### src/rtl/memoria_pkg.sv
// Shared constants for the synchronous instruction memory: NOP word, fault codes,
// RV32I major opcodes and the bit positions of the decode fields.
package memoria_pkg;

    localparam logic [31:0] NOP = 32'h0000_0013;

    localparam logic [1:0] FAULT_OK       = 2'b00;
    localparam logic [1:0] FAULT_MISALIGN = 2'b01;
    localparam logic [1:0] FAULT_RANGE    = 2'b10;

    localparam logic [6:0] OP_R      = 7'b0110011;
    localparam logic [6:0] OP_I      = 7'b0010011;
    localparam logic [6:0] OP_LOAD   = 7'b0000011;
    localparam logic [6:0] OP_STORE  = 7'b0100011;
    localparam logic [6:0] OP_BRANCH = 7'b1100011;
    localparam logic [6:0] OP_JAL    = 7'b1101111;
    localparam logic [6:0] OP_JALR   = 7'b1100111;
    localparam logic [6:0] OP_AUIPC  = 7'b0010111;

    localparam int unsigned OPCODE_LSB = 0;
    localparam int unsigned OPCODE_W   = 7;
    localparam int unsigned RD_LSB     = 7;
    localparam int unsigned RD_W       = 5;
    localparam int unsigned FUNCT3_LSB = 12;
    localparam int unsigned FUNCT3_W   = 3;
    localparam int unsigned RS1_LSB    = 15;
    localparam int unsigned RS1_W      = 5;
    localparam int unsigned RS2_LSB    = 20;
    localparam int unsigned RS2_W      = 5;
    localparam int unsigned FUNCT7_LSB = 25;
    localparam int unsigned FUNCT7_W   = 7;

    typedef enum logic [0:0] {
        StClear,
        StRun
    } state_e;

    // Classify a fetch byte address; misalignment wins over range.
    function automatic logic [1:0] classify(input logic misaligned, input logic out_of_range);
        if (misaligned) begin
            return FAULT_MISALIGN;
        end else if (out_of_range) begin
            return FAULT_RANGE;
        end
        return FAULT_OK;
    endfunction

endpackage

### src/rtl/memoria_ins_array.sv
// Single-port DEPTH x 32 synchronous RAM with registered read data.
// The read register only updates on a read-only cycle so it can hold a stalled response.
module memoria_ins_array #(
    parameter  int unsigned DEPTH = 64,
    localparam int unsigned IDX_W = $clog2(DEPTH)
) (
    input  logic             clk,
    input  logic             reset,
    input  logic             we,
    input  logic             re,
    input  logic [IDX_W-1:0] addr,
    input  logic [31:0]      wdata,
    output logic [31:0]      rdata
);

    logic [31:0] mem [DEPTH];

    always_ff @(posedge clk) begin
        if (we) begin
            mem[addr] <= wdata;
        end
    end

    always_ff @(posedge clk) begin
        if (reset) begin
            rdata <= '0;
        end else if (re && !we) begin
            rdata <= mem[addr];
        end
    end

endmodule

### src/rtl/memoria_ins_sync.sv
// Clocked instruction memory: post-reset NOP clear, program-load port and a
// valid/ready fetch path with a single-entry response buffer and pre-split fields.
module memoria_ins_sync
    import memoria_pkg::*;
#(
    parameter  int unsigned ADDR_W = 32,
    parameter  int unsigned DEPTH  = 64,
    localparam int unsigned IDX_W  = $clog2(DEPTH)
) (
    input  logic              clk,
    input  logic              reset,
    output logic              busy,
    input  logic              load_en,
    input  logic [IDX_W-1:0]  load_idx,
    input  logic [31:0]       load_data,
    input  logic              req_valid,
    output logic              req_ready,
    input  logic [ADDR_W-1:0] ads,
    output logic              resp_valid,
    input  logic              resp_ready,
    output logic [31:0]       dout,
    output logic [6:0]        opcode,
    output logic [4:0]        rd,
    output logic [2:0]        funct3,
    output logic [4:0]        rs1,
    output logic [4:0]        rs2,
    output logic [6:0]        funct7,
    output logic [1:0]        fault
);

    state_e            state_q;
    logic [IDX_W-1:0]  clr_cnt_q;
    logic              busy_q;
    logic              resp_valid_q;
    logic [1:0]        fault_q;

    logic [ADDR_W-3:0] word_idx;
    logic              misaligned;
    logic              out_of_range;
    logic [1:0]        req_fault;
    logic              accept;

    logic              ram_we;
    logic              ram_re;
    logic [IDX_W-1:0]  ram_addr;
    logic [31:0]       ram_wdata;
    logic [31:0]       ram_rdata;

    // Range check looks at the whole word index, not just the bits that address the array.
    assign word_idx     = ads[ADDR_W-1:2];
    assign misaligned   = (ads[1:0] != 2'b00);
    assign out_of_range = ((word_idx >> IDX_W) != '0);
    assign req_fault    = classify(misaligned, out_of_range);

    assign req_ready = (state_q == StRun) && !reset && !load_en && (!resp_valid_q || resp_ready);
    assign accept    = req_valid && req_ready;

    // Port arbitration: clear > load > fetch.
    always_comb begin
        ram_we    = 1'b0;
        ram_re    = 1'b0;
        ram_addr  = word_idx[IDX_W-1:0];
        ram_wdata = NOP;
        if (!reset) begin
            if (state_q == StClear) begin
                ram_we   = 1'b1;
                ram_addr = clr_cnt_q;
            end else if (load_en) begin
                ram_we    = 1'b1;
                ram_addr  = load_idx;
                ram_wdata = load_data;
            end else if (accept && (req_fault == FAULT_OK)) begin
                ram_re = 1'b1;
            end
        end
    end

    memoria_ins_array #(
        .DEPTH (DEPTH)
    ) u_array (
        .clk   (clk),
        .reset (reset),
        .we    (ram_we),
        .re    (ram_re),
        .addr  (ram_addr),
        .wdata (ram_wdata),
        .rdata (ram_rdata)
    );

    always_ff @(posedge clk) begin
        if (reset) begin
            state_q      <= StClear;
            clr_cnt_q    <= '0;
            busy_q       <= 1'b1;
            resp_valid_q <= 1'b0;
            fault_q      <= FAULT_OK;
        end else begin
            unique case (state_q)
                StClear: begin
                    clr_cnt_q <= clr_cnt_q + 1'b1;
                    if (clr_cnt_q == IDX_W'(DEPTH - 1)) begin
                        state_q <= StRun;
                        busy_q  <= 1'b0;
                    end
                end
                StRun: begin
                    if (accept) begin
                        resp_valid_q <= 1'b1;
                        fault_q      <= req_fault;
                    end else if (resp_ready) begin
                        resp_valid_q <= 1'b0;
                    end
                end
                default: begin
                    state_q <= StClear;
                    busy_q  <= 1'b1;
                end
            endcase
        end
    end

    // A faulted fetch never reads the array, so the stale read register is masked here.
    assign dout = (fault_q == FAULT_OK) ? ram_rdata : NOP;

    assign busy       = busy_q;
    assign resp_valid = resp_valid_q;
    assign fault      = fault_q;
    assign opcode     = dout[OPCODE_LSB +: OPCODE_W];
    assign rd         = dout[RD_LSB +: RD_W];
    assign funct3     = dout[FUNCT3_LSB +: FUNCT3_W];
    assign rs1        = dout[RS1_LSB +: RS1_W];
    assign rs2        = dout[RS2_LSB +: RS2_W];
    assign funct7     = dout[FUNCT7_LSB +: FUNCT7_W];

endmodule

### config.mk
export PLATFORM = sky130hd
export DESIGN_NAME = memoria_ins_sync
export DESIGN_NICKNAME = d
export VERILOG_FILES = /design/src/rtl/memoria_pkg.sv /design/src/rtl/memoria_ins_array.sv /design/src/rtl/memoria_ins_sync.sv
export SDC_FILE = /design/constraint.sdc
export NUM_CORES = 2
export LEC_CHECK = 0
export CORE_ASPECT_RATIO = 1.75
export CORE_MARGIN = 2
export CORE_UTILIZATION = 34
export DETAILED_ROUTE_END_ITERATION = 10
export PLACE_DENSITY = 0.54
export REMOVE_ABC_BUFFERS = 1
export SLEW_MARGIN = 20
export SYNTH_ARGS = -nofsm -noshare
export SYNTH_HDL_FRONTEND = slang
export SYNTH_HIERARCHICAL = 1
export SYNTH_SLANG_ARGS = --single-unit
export TNS_END_PERCENT = 20
### constraint.sdc
create_clock -name clk -period 4.2 [get_ports clk]
set_input_delay 0.42 -clock clk [delete_from_list [all_inputs] [get_ports clk]]
set_output_delay 0.42 -clock clk [all_outputs]
set_load 0.01 [all_outputs]
# ---- Word-level counts from Yosys, hierarchy flattened
# Memory sizes are Yosys's and may differ from the RTL's. A register that Yosys moved wholly into a read port is not among the register bits.
# Index checks and enable logic that the tools add are counted.
dict set report totals {
  ff_bits 11
  wordCells 53
  out_inout_bits 69
  inputBits 75
  ram_bits 2048
  mem_count 1
}
dict set report classes {
  n_reduce_logical 19
  bitwise 1
  n_eq_ne 1
  add_sub_neg 1
  n_mux 25
}
# memory depth word_bits read_ports rd_ports_with_merged_regs write_ports line
set mem_list {}
lappend mem_list {u_array.mem 64 32 1 1 1 memoria_ins_array.sv:16} ;# logic [31:0] mem [DEPTH];
# op n
set op_table {}
lappend op_table {{two-way mux 32 bit} 4}
lappend op_table {{nonzero test 30 bit} 1}
lappend op_table {{two-way mux 6 bit} 3}
lappend op_table {{two-way mux 1 bit} 15}
lappend op_table {{adder 6 x 1 -> 6 bit, second input constant} 1}
lappend op_table {{== test 6 bit, second input constant} 1}
lappend op_table {{logical AND 1 bit} 6}
lappend op_table {{two-way mux 2 bit} 3}
lappend op_table {{AND reduction 2 bit} 3}
lappend op_table {{logical NOT 1 bit} 4}
lappend op_table {{logical NOT 2 bit} 2}
lappend op_table {{nonzero test 2 bit} 2}
lappend op_table {{logical OR 1 bit} 1}
lappend op_table {{inverter 1 bit} 1}

# ---- Depth between registers and ports, before layout
dict set report logic_depth {
  depth_word 11
  mapped_depth 15
}

# ---- Hierarchy
# The synthesis kept the hierarchy.
# mod seq_area_each_um2 area_each_um2 cells_per_inst instances
set modules_own_cells {}
lappend modules_own_cells {memoria_ins_array 62139.6 79970.4 4269 1}
lappend modules_own_cells {memoria_ins_sync 220.2 1353.8 186 1}

# ---- Least setup slack after synthesis
# OpenSTA, ideal clock, no wires.
dict set report synth_path {
  kind {input to register}
  startpoint {in reset}
  endpoint {mem u_array.mem[13][0] (enable)}
  t_arrival_ps 3790
  setup_ps 421
  stages 12
  setup_slack_ps -11
  path_cell_list {inv_1 clkbuf_1 o22ai_1 a21oi_1 buf_4 buf_6 buf_6 buf_4 buf_4 buf_2 nand3_1 nor2_1}
}
# element line
set synth_rtl {}
lappend synth_rtl {{from (decl)} memoria_ins_sync.sv:11} ;# input logic reset,
lappend synth_rtl {{two-way mux 6 bit} memoria_ins_sync.sv:64} ;# if (!reset) begin
lappend synth_rtl {{net ram_addr[2]} memoria_ins_sync.sv:45} ;# logic [IDX_W-1:0] ram_addr;
lappend synth_rtl {{to (decl)} memoria_ins_array.sv:16}
# The timed path passes the listed nets, and every way through them passes these cells.

# ---- Final worst setup path
dict set report layout_path {
  startpoint {in reset}
  endpoint {reg u_array.rdata[30] (read register of u_array.mem)}
}
# element line
set layout_rtl {}
lappend layout_rtl {{two-way mux 6 bit} memoria_ins_sync.sv:64}
lappend layout_rtl {{net ram_addr[2]} memoria_ins_sync.sv:45}
lappend layout_rtl {{to (decl)} memoria_ins_array.sv:13} ;# output logic [31:0] rdata
# The timed path passes the listed nets, and every way through them passes these cells.
# A chain may end at the register's enable or synchronous reset.

==> flow_summary.ini <==
[floorplanning]
dieArea_um2 = 243000
die_w_um = 374
die_y_um = 651
core-area_um2 = 238000
start_util_pct = 34.2
rows = 237
ios = 144

[placement]
place_congestion = 0.991
post-dp-hpwl_um = 201000
postPlaceCellArea_um2 = 93300
portBuffers = 143
dp.cells = 8084

[timing]
finalCritPeriodShare_pct = 98.3
tightest_slew_ns = 1.17
clock_skew_ns = 0.0422
min_period_ns = 4.13
setup_violations = 0
finalHoldViolations = 0
slew_viol_final = 0
max_freq_mhz = 242
holdWs_ns = 0.251
grt_setup_unrepaired = no
slew_headroom_pct = 21.8

[route]
drtPass1Iterations = 9
drt_iter0_drc = 6564
vias = 48800
wirelength_um = 303000
post-route-drc-count = 0
via_per_inst = 5.80
post_drt_wl_per_cell_um = 36.0
antenna_left = 0

[synthesis]
syn_avg_cell_area_um2 = 18.3
ys_ff_latch = 2091
ys_types = 81
synth_ff_type = edfxtp_1
syn_inst = 4455
yosysWarningCount = 6
seq_area_frac_synth_pct = 76.7
netlist_area_um2 = 81300
synth_edf_count = 2048
async_reset_ff_share_pct = 0

[critical_path]
path_class = input pin to register
crit_required_ns = 4.94
critPathCaptureType = register
critPathLaunchType = input pin
worstSetupStartpoint = reset
worstRegToRegCells = 14
critPathArrivalTime_ns = 4.87
path_max_fanout = 20
rr_startpoint = state_q

[clock_tree]
clockRootBuffer = clkbuf_16
htree_num_levels = 4
clock_tree.buffer_depth = 4
cts_made_buffers = 182
clk-insertion-delay-late_ns = 0.86
cts_tree = yes
clk_pin_slew_ns = 0.07
clock_sinks = 2091

[run]
maxCapViolCount = 0

[power]
ir_drop_v = 0.000287
p_leak_nw = 34.1
p_per_area_nw_per_um2 = 445

[cells_and_area]
area_growth_pct = 22.0
final_cell_count_no_fill = 8425
fin_area_um2 = 99200
final_common_cell = edfxtp_1
final_cell_mix = edfxtp_1 (2,048), buf_4 (520), a221oi_1 (259)
drive_above_1_share_pct = 27.1
fin_nets = 5239

[grt]
grtUsageTotal_pct = 24.4
overflow = 0
grt_pass1_vias = 48200
antenna_found_initial = 21
grt_pass1_wl_um = 412000
grt_max_degree = 65

[hold_path]
hp-start = resp_ready
worst_hold_path.num_cells = 3
hold_path.class = input pin to register

[outcome]
status = finished clean
-- cells in the mapped netlist, types with 9 or more instances --
| cell type | number | area, um2 |
|---|---|---|
| buf_6 | 22 | 248 |
| o2bb2ai_1 | 15 | 131 |
| mux2i_1 | 220 | 2200 |
| nor3_1 | 15 | 75.1 |
| buf_1 | 19 | 71.3 |
| o22ai_1 | 116 | 726 |
| nand2_1 | 110 | 413 |
| a211oi_1 | 21 | 158 |
| and2_1 | 65 | 407 |
| nor2_1 | 212 | 796 |
| a21oi_1 | 138 | 691 |
| mux2_2 | 162 | 1820 |
| o22a_1 | 19 | 166 |
| buf_2 | 123 | 616 |
| a22o_1 | 34 | 298 |
| a221o_1 | 21 | 210 |
| mux4_2 | 148 | 3330 |
| clkbuf_1 | 74 | 278 |
| a31oi_1 | 16 | 100 |
| nand3_1 | 18 | 90.1 |
| a22oi_1 | 136 | 1020 |
| a311oi_1 | 22 | 193 |
| o211ai_1 | 9 | 67.6 |
| o221ai_1 | 12 | 105 |
| nor2b_1 | 10 | 62.6 |
| o21ai_0 | 103 | 515 |
| edfxtp_1 | 2048 | 61500 |
| buf_4 | 105 | 788 |
| a221oi_1 | 259 | 2270 |
| dfxtp_1 | 43 | 861 |
-- worst paths after layout --
check                      end  slack (ns)
max          u_array/rdata[30]        0.07
max reg2reg  u_array/rdata[30]        0.13
min reg2reg               busy        0.47
min                 resp_valid        0.25
-- kinds of logic after synthesis --
logic type	share of synthesized area (%)
compound gates	8.88
xor+xnor	0.0539
fa+ha+maj	0.0154
buf+inv	2.49
flops	76.7
mux	9.05
simple gates	2.84
-- stage by stage --
stage	util, %	total power, mW	setup TNS [ns]	setup slack [ns]
2_1_floorplan	-	26.2	-	-39.58
3_3_place_gp	39.2	27.4	-2.52	-0.554
3_5_place_dp	39.2	27.4	-1.37	-0.520
4_1_cts	41.6	44.3	0	0.0827
5_1_grt	41.6	45.0	0	0.0286
6_report	41.7	44.1	0	0.0695
-- cell type report --
cell class | count | area [um2]
Tap cell | 3107 | 3890
Sequential cell | 2091 | 62400
Antenna cell | 18 | 45.0
Multi-Input combinational cell | 2015 | 17600
Timing Repair Buffer | 867 | 9400
Clock buffer | 215 | 4850
Clock inverter | 106 | 981
Inverter | 6 | 33.8
Fill cell | 21100 | 139000
-- critical path, stage by stage --
cell	delay, ns
dlygate4sd3_1	0.53
buf_2	0.13
inv_1	0.20
buf_4	0.22
o22ai_1	0.14
a21oi_4	0.30
buf_4	0.28
buf_12	0.21
buf_4	0.33
buf_4	0.25
mux2i_1	0.19
o22ai_1	0.09
o21ai_0	0.66
nand4_1	0.35
buf_4	0.27
o31a_1	0.23
-- sequential cells by signal, summed over array words and instances (netlist names) --
register       cells
state_q            1
u_array/mem     2048
clr_cnt_q          6
resp_valid         1
busy               1
u_array/rdata     32
fault              2
-- power breakdown --
part | leakage, nW | internal [mW] | switching, mW
combinational | 10.2 | 1.69 | 2.73
sequential | 21.0 | 22.6 | 0.0184
clock | 2.86 | 9.35 | 7.73
total | 34.1 | 33.7 | 10.5
-- routing by layer --
layer / vias up / global-route usage (%) / routed length (um)
met1: 25600 / 27.8 / 103000
met4: 10 / 18.2 / 26900
li1: 19800 / - / -
met2: 2782 / 41.5 / 149000
met3: 720 / 3.88 / 23400
met5: - / 0 / 70
-- timing repair --
action,in CTS,in global routing
setup buffers,1,0
cloned,0,0
resized for setup,0,1
hold buffers,1,0
pin swaps,0,0
endpoints found under the hold margin,1,0
endpoints found under the setup margin,1,1
(Power assumes the default switching activity.)
